## src/rtl/jbi_min_rq_hdr_fifo_pkg.sv

```systemverilog
// Shared defaults for the JBI min request header queue and the pointer-width helper.
package jbi_min_rq_hdr_fifo_pkg;

    localparam int JBI_RHQ_WIDTH = 64;
    localparam int JBI_RHQ_DEPTH = 16;
    localparam int JBI_RHQ_AFULL = 14;

    // Smallest n with 2**n >= v; never below 1 so a pointer always has a bit.
    function automatic int jbi_clog2(input int v);
        int n;
        n = 1;
        while ((1 << n) < v) n++;
        return n;
    endfunction

endpackage

```

## src/rtl/jbi_min_rq_hdr_fifo_mem.sv

```systemverilog
// Header storage: DEPTH x WIDTH flop array, one synchronous write port, one combinational read port.
module jbi_min_rq_hdr_fifo_mem
    import jbi_min_rq_hdr_fifo_pkg::*;
#(
    parameter int WIDTH = JBI_RHQ_WIDTH,
    parameter int DEPTH = JBI_RHQ_DEPTH,
    parameter int AW    = jbi_clog2(JBI_RHQ_DEPTH)
) (
    input  logic             clk,
    input  logic             wr_en,
    input  logic [AW-1:0]    wr_addr,
    input  logic [WIDTH-1:0] wr_data,
    input  logic [AW-1:0]    rd_addr,
    output logic [WIDTH-1:0] rd_data
);

    // Storage is intentionally not reset; only control state is.
    logic [WIDTH-1:0] mem [DEPTH];

    always_ff @(posedge clk) begin
        if (wr_en) mem[wr_addr] <= wr_data;
    end

    assign rd_data = mem[rd_addr];

endmodule

```

## src/rtl/jbi_min_rq_hdr_fifo.sv

```systemverilog
// JBI min request header FIFO: pointers, occupancy, flags, registered read port and error pulses.
// Optional per-entry even parity is enabled by defining JBI_MIN_RQ_HDR_FIFO_PAR_EN.
module jbi_min_rq_hdr_fifo
    import jbi_min_rq_hdr_fifo_pkg::*;
#(
    parameter  int WIDTH        = JBI_RHQ_WIDTH,
    parameter  int DEPTH        = JBI_RHQ_DEPTH,
    parameter  int AFULL_THRESH = JBI_RHQ_AFULL,
    localparam int AW           = jbi_clog2(DEPTH)
) (
    input  logic             clk,
    input  logic             rst,
    input  logic             wr_en,
    input  logic [WIDTH-1:0] wr_data,
    output logic             full,
    output logic             afull,
    input  logic             rd_en,
    input  logic             hold,
    output logic [WIDTH-1:0] rd_data,
    output logic             rd_vld,
    output logic             empty,
    output logic [AW:0]      level,
    output logic             ovf_err,
    output logic             udf_err
`ifdef JBI_MIN_RQ_HDR_FIFO_PAR_EN
    ,
    output logic             par_err
`endif
);

`ifdef JBI_MIN_RQ_HDR_FIFO_PAR_EN
    localparam int EW = WIDTH + 1;
`else
    localparam int EW = WIDTH;
`endif

    localparam logic [AW:0]   LVL_DEPTH = (AW+1)'(DEPTH);
    localparam logic [AW:0]   LVL_AFULL = (AW+1)'(AFULL_THRESH);
    localparam logic [AW-1:0] PTR_LAST  = AW'(DEPTH - 1);

    logic [AW-1:0] wptr;
    logic [AW-1:0] rptr;
    logic          push_acc;
    logic          pop_acc;
    logic [EW-1:0] wr_entry;
    logic [EW-1:0] rd_entry;

    function automatic logic [AW-1:0] ptr_inc(input logic [AW-1:0] p);
        return (p == PTR_LAST) ? '0 : p + AW'(1);
    endfunction

    assign full  = (level == LVL_DEPTH);
    assign empty = (level == '0);
    assign afull = (level >= LVL_AFULL);

    // Flags come from the registered level, so same-cycle push/pop never bypass.
    assign push_acc = wr_en & ~full;
    assign pop_acc  = rd_en & ~empty & ~hold;

`ifdef JBI_MIN_RQ_HDR_FIFO_PAR_EN
    assign wr_entry = {^wr_data, wr_data};
`else
    assign wr_entry = wr_data;
`endif

    jbi_min_rq_hdr_fifo_mem #(
        .WIDTH (EW),
        .DEPTH (DEPTH),
        .AW    (AW)
    ) u_mem (
        .clk     (clk),
        .wr_en   (push_acc),
        .wr_addr (wptr),
        .wr_data (wr_entry),
        .rd_addr (rptr),
        .rd_data (rd_entry)
    );

    always_ff @(posedge clk or posedge rst) begin
        if (rst) begin
            wptr  <= '0;
            rptr  <= '0;
            level <= '0;
        end else begin
            if (push_acc) wptr <= ptr_inc(wptr);
            if (pop_acc)  rptr <= ptr_inc(rptr);
            if (push_acc && !pop_acc)      level <= level + (AW+1)'(1);
            else if (pop_acc && !push_acc) level <= level - (AW+1)'(1);
        end
    end

    // hold freezes the whole read register, valid and parity status included.
    always_ff @(posedge clk or posedge rst) begin
        if (rst) begin
            rd_data <= '0;
            rd_vld  <= 1'b0;
`ifdef JBI_MIN_RQ_HDR_FIFO_PAR_EN
            par_err <= 1'b0;
`endif
        end else if (pop_acc) begin
            rd_data <= rd_entry[WIDTH-1:0];
            rd_vld  <= 1'b1;
`ifdef JBI_MIN_RQ_HDR_FIFO_PAR_EN
            par_err <= ^rd_entry;
`endif
        end else if (!hold) begin
            rd_vld  <= 1'b0;
`ifdef JBI_MIN_RQ_HDR_FIFO_PAR_EN
            par_err <= 1'b0;
`endif
        end
    end

    always_ff @(posedge clk or posedge rst) begin
        if (rst) begin
            ovf_err <= 1'b0;
            udf_err <= 1'b0;
        end else begin
            ovf_err <= wr_en & full;
            udf_err <= rd_en & empty & ~hold;
        end
    end

endmodule

```

## config.mk

```make
export PLATFORM = sky130hd
export DESIGN_NAME = jbi_min_rq_hdr_fifo
export DESIGN_NICKNAME = d
export VERILOG_FILES = /design/src/rtl/jbi_min_rq_hdr_fifo_pkg.sv /design/src/rtl/jbi_min_rq_hdr_fifo_mem.sv /design/src/rtl/jbi_min_rq_hdr_fifo.sv
export SDC_FILE = /design/constraint.sdc
export NUM_CORES = 1
export LEC_CHECK = 0
export CAP_MARGIN = 20
export CORE_ASPECT_RATIO = 1.2
export CORE_MARGIN = 10
export CORE_UTILIZATION = 55
export CTS_CLUSTER_DIAMETER = 40
export DETAILED_ROUTE_END_ITERATION = 7
export PLACE_DENSITY = 0.76
export SETUP_SLACK_MARGIN = 0.15
export SYNTH_ARGS = -nofsm -noshare
export SYNTH_HDL_FRONTEND = slang
export SYNTH_SLANG_ARGS = --single-unit
```

## constraint.sdc

```tcl
create_clock -name clk -period 5.75 [get_ports clk]
set_input_delay 1.15 -clock clk [delete_from_list [all_inputs] [get_ports clk]]
set_output_delay 1.15 -clock clk [all_outputs]
set_load 0.05 [all_outputs]
```

## Word level (Yosys, flattened, before mapping)

Memory sizes are Yosys's and may differ from the RTL's. A register that Yosys moved wholly into a read port is not among the register bits.
Index checks and enable logic that the tools add are counted.

- Bits in registers: 16
- RAM bits: 1,024
- Input port bits: 69
- Word-level logic and storage cells: 39
- Memories: 1

Memories:

| memory | words | width | read ports | clocked after memory_dff | write ports | RTL line | source |
|---|---|---|---|---|---|---|---|
| u_mem.mem | 16 | 64 | 1 | 1 | 1 | jbi_min_rq_hdr_fifo_mem.sv:18 | `logic [WIDTH-1:0] mem [DEPTH];` |

- $add $sub $neg: 4
- Order comparisons: 1
- Equal/unequal tests: 4
- Multiplexer cells: 8
- Bitwise gates (word level): 9
- Reduce and logical (&&, ||, !) cells: 6

Operator list:

| operator | number |
|---|---|
| two-way mux 5 bit | 2 |
| adder 4 x 1 -> 4 bit (second input constant) | 2 |
| == test 4 bit (second input constant) | 2 |
| two-way mux 4 bit | 2 |
| AND 1 bit | 6 |
| adder 5 x 1 -> 5 bit (second input constant) | 1 |
| == test 5 bit (second input constant) | 1 |
| greater-or-equal comparator 5 x 4 -> 1 bit (second input constant) | 1 |
| zero test 5 bit | 1 |
| subtractor 5 x 1 -> 5 bit (second input constant) | 1 |
| two-way mux 1 bit | 4 |
| inverter 1 bit | 3 |
| logical AND 1 bit | 2 |
| zero test 1 bit | 2 |
| inequality test 2 x 1 -> 1 bit (second input constant) | 1 |
| nonzero test 2 bit | 1 |

## Logic depth before layout (Yosys ltp)

Gate-level depths: netlist (run 1).

- Depth in word-level cells: 7
- Mapped depth: 10
- Gate-level depth less buffers: 10

## Modules after synthesis

Synthesis (run 1) repeated with hierarchy kept, for this count alone.

- Cell total of the unflattened synthesis: 1,796
- Area, all modules: 41,821.4 µm²

By module, submodules not included:

| module | times used | cells each | area an instance (µm²) | sequential area each (µm²) |
|---|---|---|---|---|
| jbi_min_rq_hdr_fifo_mem | 1 | 1,583 | 38,300.5 | 30,749.5 |
| jbi_min_rq_hdr_fifo | 1 | 213 | 3,520.9 | 2,001.9 |

## Worst setup path after synthesis (run 1)

No wires, ideal clock.

- Path type: input-to-reg
- Start: in wr_en
- End: mem u_mem.mem[0][0] in the netlist's numbering (enable)
- Library setup time: 565 ps
- Data arrival time: 6,159 ps
- Required time: 5,185 ps
- Setup slack: -973 ps
- Cell stages on the path: 4
- Path buffers: 1
- Path through: a21boi_0 clkbuf_1 nand2_1 nor3_1

- Longest elaborated chain between the ends: 3

Ends and longest elaborated chain:

| item | RTL line | source |
|---|---|---|
| from (decl) | jbi_min_rq_hdr_fifo.sv:13 | `input logic wr_en,` |
| AND 1 bit | jbi_min_rq_hdr_fifo.sv:57 | `assign push_acc = wr_en & ~full;` |
| net push_acc | jbi_min_rq_hdr_fifo.sv:43 | `logic push_acc;` |
| two-way mux 1 bit | jbi_min_rq_hdr_fifo_mem.sv:21 | `if (wr_en) mem[wr_addr] <= wr_data;` |
| two-way mux 1 bit (implied by the code) | jbi_min_rq_hdr_fifo_mem.sv:21 |  |
| to (decl) | jbi_min_rq_hdr_fifo_mem.sv:18 |  |

The timed path passes the listed nets, and every way through them passes these cells.

## Worst setup path after layout (run 1)

- Start: reg level[0]
- End: out full

- Longest elaborated chain between the ends: 1

Ends and longest elaborated chain:

| item | RTL line | source |
|---|---|---|
| from (decl) | jbi_min_rq_hdr_fifo.sv:22 | `output logic [AW:0] level,` |
| from (signal assigned) | jbi_min_rq_hdr_fifo.sv:87 | `if (push_acc && !pop_acc) level <= level + (AW+1)'(1);` |
| from (signal assigned) | jbi_min_rq_hdr_fifo.sv:88 | `else if (pop_acc && !push_acc) level <= level - (AW+1)'(1);` |
| == test 5 bit | jbi_min_rq_hdr_fifo.sv:52 | `assign full = (level == LVL_DEPTH);` |
| to (decl) | jbi_min_rq_hdr_fifo.sv:15 | `output logic full,` |

Every way passes these cells.

==> results of run 1 <==
power by group through the flow:
stage	Combinational [mW]	Clock, mW	Sequential [mW]
after floorplan	4.01	0	11.0
after global placement	6.66	0	10.4
after detailed placement	6.77	0	10.5
after CTS	6.85	7.56	10.3
after global routing	7.17	7.88	10.4
final	6.80	7.48	10.3
kinds of logic (layout without fill, tap and decap cells):
group,count (synthesis),count (layout),synth area share (%)
AOI/OAI and AO/OA,271,271,4.062
xor gates and xnor gates,6,6,0.1254
adders and majority gates,10,10,0.3166
buffers and inverters,125,404,1.380
DFF,1104,1104,78.17
muxes,451,451,14.79
other,0,3,0
and+or+nand+nor,116,116,1.150
final cells by class:
type	count	area share, %
Sequential cell	1104	67.40
Multi-Input combinational cell	854	17.96
Clock buffer	139	6.139
Timing Repair Buffer	192	4.062
Tap cell	1008	2.595
Clock inverter	66	1.773
Inverter	7	0.05920
Antenna cell	3	0.01544
worst min-delay path: stages (launching register included):
cell and delay [ns]:
dfrtp_1 0.34, nor2_1 0.05, a21oi_1 0.10
cells in the final DEF, fill, tap and decap left out, types with 2 or more instances in the layout:
master and n:
clkbuf_16 112, nor2_1 69, clkinv_2 10, nand3b_1 2, nor2_4 12, inv_2 2
inv_1 4, mux2i_1 257, mux2_2 65, nand2b_1 4, clkinv_4 4, ha_1 9
nor3_1 2, clkbuf_1 19, o21ai_1 2, dfrtp_4 3, buf_12 14, clkinvlp_4 10
inv_8 2, clkbuf_8 8, dfrtp_1 77, a21o_1 4, bufinv_16 17, nand3_1 5
xnor2_1 5, buf_4 35, clkinv_8 3, clkdlybuf4s50_1 143, edfxtp_1 1024, a211oi_1 64
o21ai_0 2, diode_2 3, nor3_4 4, nand2_1 13, clkinv_1 11, inv_6 9
a21oi_1 66, mux4_2 128, o22ai_1 128
per-layer routing:
metal | up-vias | share of wire [%]
met5 | - | 0.025
met4 | 4 | 2.9
met3 | 147 | 7.2
met2 | 937 | 52
met1 | 10890 | 38
li1 | 8900 | -
state kept, by name (all words and copies together) (netlist names):
name	flops
udf_err	1
rd_vld	1
rd_data	64
rptr	4
wptr	4
level	5
u_mem.mem	1024
ovf_err	1
stage by stage:
stage          setup slack, ns  total power, mW  util [%]
4_1_cts                  1.830            24.76     64.56
5_1_grt                  1.800            25.48     64.57
3_3_place_gp             1.752            17.09     59.45
3_5_place_dp             1.696            17.26     59.45
2_1_floorplan           0.7416            15.03         -
6_report                 1.884            24.62     64.57
final timing paths:
kind,from,endpoint,slack [ns],cells after the start
max,level[0]$_DFFE_PP0P_,full,1.88,3
min,rd_data[49]$_DFFE_PP0P_,rd_data[49]$_DFFE_PP0P_,0.53,2
max reg2reg,rptr[1]$_DFFE_PP0P_,rd_data[29]$_DFFE_PP0P_,2.23,6
min reg2reg,rd_data[49]$_DFFE_PP0P_,rd_data[49]$_DFFE_PP0P_,0.53,2
max in group asynchronous,rst,rd_data[38]$_DFFE_PP0P_,3.77,3
min in group asynchronous,rst,rd_data[2]$_DFFE_PP0P_,1.03,2
==> flow_summary.ini, run 1 <==
[global_routing]
grt.busiest_layer = met2
grt_use_met2_pct = 36.47
use_met3_pct = 3.783
grt_usage_pct = 21.29
antenna_found_initial = 5
use_met1_pct = 26.68
grt_pass1_vias = 22030
grt_max_degree = 81
grt_overflow = 0
grt_pass1_wl_mm = 139.8

[clocking]
numCtsBuffers = 111
cts_tree = built
clockRootBuffer = clkbuf_16
ctsHoldBuffers = 0
cts_setup_buffers = 0
ctsResizeCount = 0
clk_latency_ns = 0.68
clkSlewWorstSetupHoldPaths_ns = 0.06
clkSinkCount = 1104
h-tree-depth = 3
cts.path.max_buffers = 3

[layout]
regArea_um2 = 32760
layout-drive-gt1-share_pct = 18.71
fill_cells = 4804
layout.cell_area.non_filler_um2 = 48610
nets = 2349
stdcell_count = 3373
area_growth_pct = 16.02
multi_input_area_um2 = 8728

[pwr]
p_int_mw = 16.99
comb_power_share_pct = 27.6
swShare_pct = 31.02
irDropWorstVdd_v = 0.0003007
netSwitchingPower_mw = 7.637
clkPwrFrac_pct = 30.4
seqPwrFrac_pct = 42.0
powerDensity_nw_per_um2 = 506.6
power.leakage_nw = 15.96

[synthesis]
ys.flop_type = edfxtp_1
async_flop_share_pct = 7.246
avgSynthCellArea_um2 = 20.11
synth_area_um2 = 41900
synth.most_common_cell = edfxtp_1
yosys-top-cells-area = edfxtp_1 73%, mux4_2 6.9%, mux2i_1 6.1%
ys_top_cells_by_count = 1024 x edfxtp_1, 257 x mux2i_1, 128 x mux4_2, 128 x o22ai_1, 81 x nor2_1
synth_top_area_share_pct = 73.39
yosysWarnings = 0
synth_cell_type_count = 37
syn-num-nets = 2162
ys_seq_elements = 1104
synth_edf_count = 1024
synth_largest_area_cell = edfxtp_1
synth_seq_area_share_pct = 78.17
synth_cells = 2083

[sta]
slew_headroom_pct = 32.30
fin_hold_ws_ns = 0.5269
finalHoldViolCount = 0
finClkSkew_ns = 0.03065
min_period_ns = 3.866
layout_worst_path_cycle_share_pct = 67.24
final_max_slew_viol_count = 0
max_freq_mhz = 258.7
rsz0062_at_grt = false
setup_viol = 0
fin_setup_tns_ns = 0
worstMarginPinSlew_ns = 1.016

[drt]
ant_nets = 0
vias = 20870
drt_wl_total_mm = 93.69
avgViaCountPerCell = 6.189
wl_per_cell_um = 27.78
drc = 0
drt-pass1-iter-count = 5
drtIter0Drc = 1999

[setup_path]
cp_top_family = buffers and inverters
crit_chain = or4_1, nor2_1, clkdlybuf4s50_1
slowest_stage = clkdlybuf4s50_1
crit_type = reg2out
critPathLaunchType = flip-flop
path_max_fanout = 6
worst_setup_path_end_kind = output pin
required_ns = 4.60
critical-path-max-stage-delay_ns = 0.82
crit_arrival_ns = 2.72
crit_buf_inv = 1

[placed_design]
place_area_um2 = 44760
gp_congestion = 0.7765
post-dp-hpwl_mm = 50.27
io_buffers = 143
dp_cells = 3165

[die]
fp.dieArea_um2 = 87660
rows = 110
initial_utilization_pct = 55.65
core_um2 = 75280
io_pins = 144
die_h_um = 322.3
die_w_um = 272.0

[run]
drv_cap = 0

[run_status]
status = complete, no violations

[worst_hold_path]
min_path_type = reg2reg
No activity file was read; power rests on OpenSTA's default activity.
==> run 2: changes to the inputs <==
--- a/config.mk
+++ b/config.mk
@@ -8,10 +8,10 @@
 export CAP_MARGIN = 20
 export CORE_ASPECT_RATIO = 1.2
 export CORE_MARGIN = 10
-export CORE_UTILIZATION = 55
+export CORE_UTILIZATION = 60
 export CTS_CLUSTER_DIAMETER = 40
 export DETAILED_ROUTE_END_ITERATION = 7
-export PLACE_DENSITY = 0.76
+export PLACE_DENSITY = 0.78
 export SETUP_SLACK_MARGIN = 0.15
 export SYNTH_ARGS = -nofsm -noshare
 export SYNTH_HDL_FRONTEND = slang
==> constraint.sdc (replaced) <==
create_clock -name clk -period 4 [get_ports clk]
set_input_delay 0.8 -clock clk [delete_from_list [all_inputs] [get_ports clk]]
set_output_delay 0.8 -clock clk [all_outputs]
set_load 0.05 [all_outputs]
==> run 2 against run 1 <==
Net effect:
- core utilization increased by 5.9 points
- setup slack got worse by 1.3 ns
- power increased by 48%
- combinational power increased by 49%
- critical path type unchanged
- flip-flop and latch count unchanged
- largest cell class unchanged
==> flow_summary.ini, run 2 (synthesis gave the netlist of run 1 again) <==
[worst_hold_path]
min_path_type = reg2reg
whs_endpoint = rd_vld$_DFFE_PP0P_
holdPathStages = 2
min_from = rd_vld$_DFFE_PP0P_

[clocking]
cts_tree = built
clkSlewWorstSetupHoldPaths_ns = 0.06
clockRootBuffer = clkbuf_16
h-tree-depth = 3
cts.path.max_buffers = 3
numCtsBuffers = 116
cts_setup_buffers = 0
clkSinkCount = 1104
ctsResizeCount = 0
ctsHoldBuffers = 0
clk_latency_ns = 0.69

[die]
initial_utilization_pct = 60.29
rows = 106
core_um2 = 69500
io_pins = 144
fp.dieArea_um2 = 80840
die_w_um = 261.2
die_h_um = 309.5

[pwr]
powerDensity_nw_per_um2 = 742.3
p_total_mw = 36.37
swShare_pct = 30.92
power.leakage_nw = 16.25
p_int_mw = 25.12
netSwitchingPower_mw = 11.24
irDropWorstVdd_v = 0.0005689
clkPwrFrac_pct = 31.8
seqPwrFrac_pct = 40.5
comb_power_share_pct = 27.7

[drt]
drtIter0Drc = 2078
drc = 0
vias = 21500
drt-pass1-iter-count = 5
avgViaCountPerCell = 6.472
drt_wl_total_mm = 96.14
ant_nets = 0
wl_per_cell_um = 28.94

[layout]
reg_top3 = u_mem.mem: 1024 flops, rd_data: 64 flops, level: 5 flops
nets = 2379
area_growth_pct = 16.94
layout.cell_area.non_filler_um2 = 48990
fin_util_pct = 70.50
final_common_cell = edfxtp_1
layout_common_cells = 1024 x edfxtp_1, 257 x mux2i_1, 143 x clkdlybuf4s50_1
largest_reg_flops = 1024
layout-drive-gt1-share_pct = 20.18
largest_register = u_mem.mem
fill_cells = 4014

[global_routing]
grt_max_degree = 133
grt_usage_pct = 23.85
grt_overflow = 0
grt_pass1_vias = 22520
antenna_found_initial = 6
grt_pass1_wl_mm = 143.2

[placed_design]
post-dp-hpwl_mm = 51.16
gp_congestion = 0.7736
io_buffers = 143
place_area_um2 = 44780

[setup_path]
r2r_setup_slack_ns = 0.87
critPathLaunchType = flip-flop
reg2reg_depth = 10
crit_type = reg2out
worst_setup_path_end_kind = output pin
required_ns = 3.20
worst_r2r_endpoint = level[4]$_DFFE_PP0P_
crit_arrival_ns = 2.66
r2r_start = level[0]$_DFFE_PP0P_
path_max_fanout = 6

[sta]
setup_viol = 0
final_max_slew_viol_count = 0
rsz0062_at_grt = false
finClkSkew_ns = 0.03318
slew_headroom_pct = 24.14
finalHoldViolCount = 0
worstMarginPinSlew_ns = 1.134
max_freq_mhz = 288.9
min_period_ns = 3.462
layout_worst_path_cycle_share_pct = 86.55

[run]
drv_cap = 0

[run_status]
status = complete, no violations
-- run 2: cell types whose count changed in the layout (fill, tap and decap cells not counted) --
| cell | before | now |
|---|---|---|
| buf_12 | 14 | 10 |
| buf_4 | 35 | 64 |
| bufinv_16 | 17 | 21 |
| clkbuf_1 | 19 | 24 |
| clkbuf_16 | 112 | 119 |
| clkbuf_8 | 8 | 9 |
| clkinv_1 | 11 | 4 |
| clkinv_16 | 0 | 1 |
| clkinv_2 | 10 | 13 |
| clkinv_4 | 4 | 8 |
| diode_2 | 3 | 1 |
| inv_6 | 9 | 7 |
-- run 2: worst max path at each step --
stage	cells after the start	from	to
after detailed placement	10	wr_en	level[4]$_DFFE_PP0P_
after floorplan	5	level[0]$_DFFE_PP0P_	u_mem.mem[12][0]$_DFFE_PP_
final	3	level[0]$_DFFE_PP0P_	full
after global placement	10	wr_en	level[4]$_DFFE_PP0P_
after global routing	3	level[0]$_DFFE_PP0P_	empty
after CTS	3	level[0]$_DFFE_PP0P_	full
-- run 2: per-stage QoR --
step / hold slack, ns / setup slack [ns] / instances / setup TNS (ns)
floorplan: 0.5715 / -0.7611 / 2083 / -637.17
global placement: 0.4844 / 0.7429 / 3100 / 0
detailed placement: 0.4863 / 0.7825 / 3100 / 0
finish: 0.4946 / 0.5381 / 3322 / 0
global route: 0.5174 / 0.4665 / 3322 / 0
CTS: 0.5008 / 0.5025 / 3321 / 0
-- run 2: final cells by class --
class / instances / area [µm²] / area share (%)
Tap cell: 918 / 1149 / 2.344
Antenna cell: 1 / 2.502 / 0.005108
Inverter: 7 / 28.78 / 0.05874
Sequential cell: 1104 / 32760 / 66.87
Clock inverter: 69 / 1018 / 2.079
Multi-Input combinational cell: 854 / 8728 / 17.82
Clock buffer: 152 / 3192 / 6.515
Timing Repair Buffer: 217 / 2112 / 4.311
-- run 2: layer usage --
metal	up-vias	share of wire, %	GRT usage (%)
met5	-	0.076	0
met4	10	2.9	8.947
met3	199	7.0	3.991
met2	1073	52	41.13
met1	11250	38	30.08
li1	8963	-	-
-- run 2: power by group through the flow --
stage          sequential [mW]  combinational, mW  clock [mW]
5_1_grt                   14.8               10.6        12.1
6_report                  14.7               10.1        11.6
4_1_cts                   14.7               10.2        11.6
3_3_place_gp              14.8               9.82           0
2_1_floorplan             15.9               5.76           0
3_5_place_dp              14.9               9.99           0
-- run 2: worst max-delay path, stage by stage (launching register included) --
cell and delay [ns]:
dfrtp_1 0.45, or4_1 0.59, nor2_1 0.12, clkdlybuf4s50_1 0.81
==> run 3: changes to the inputs <==
--- a/config.mk
+++ b/config.mk
@@ -13,6 +13,7 @@
 export DETAILED_ROUTE_END_ITERATION = 7
 export PLACE_DENSITY = 0.78
 export SETUP_SLACK_MARGIN = 0.15
+export SLEW_MARGIN = 5
 export SYNTH_ARGS = -nofsm -noshare
 export SYNTH_HDL_FRONTEND = slang
 export SYNTH_SLANG_ARGS = --single-unit
==> results of run 3 <==
Final layout, timing and power as in run 2 (identical DEF).
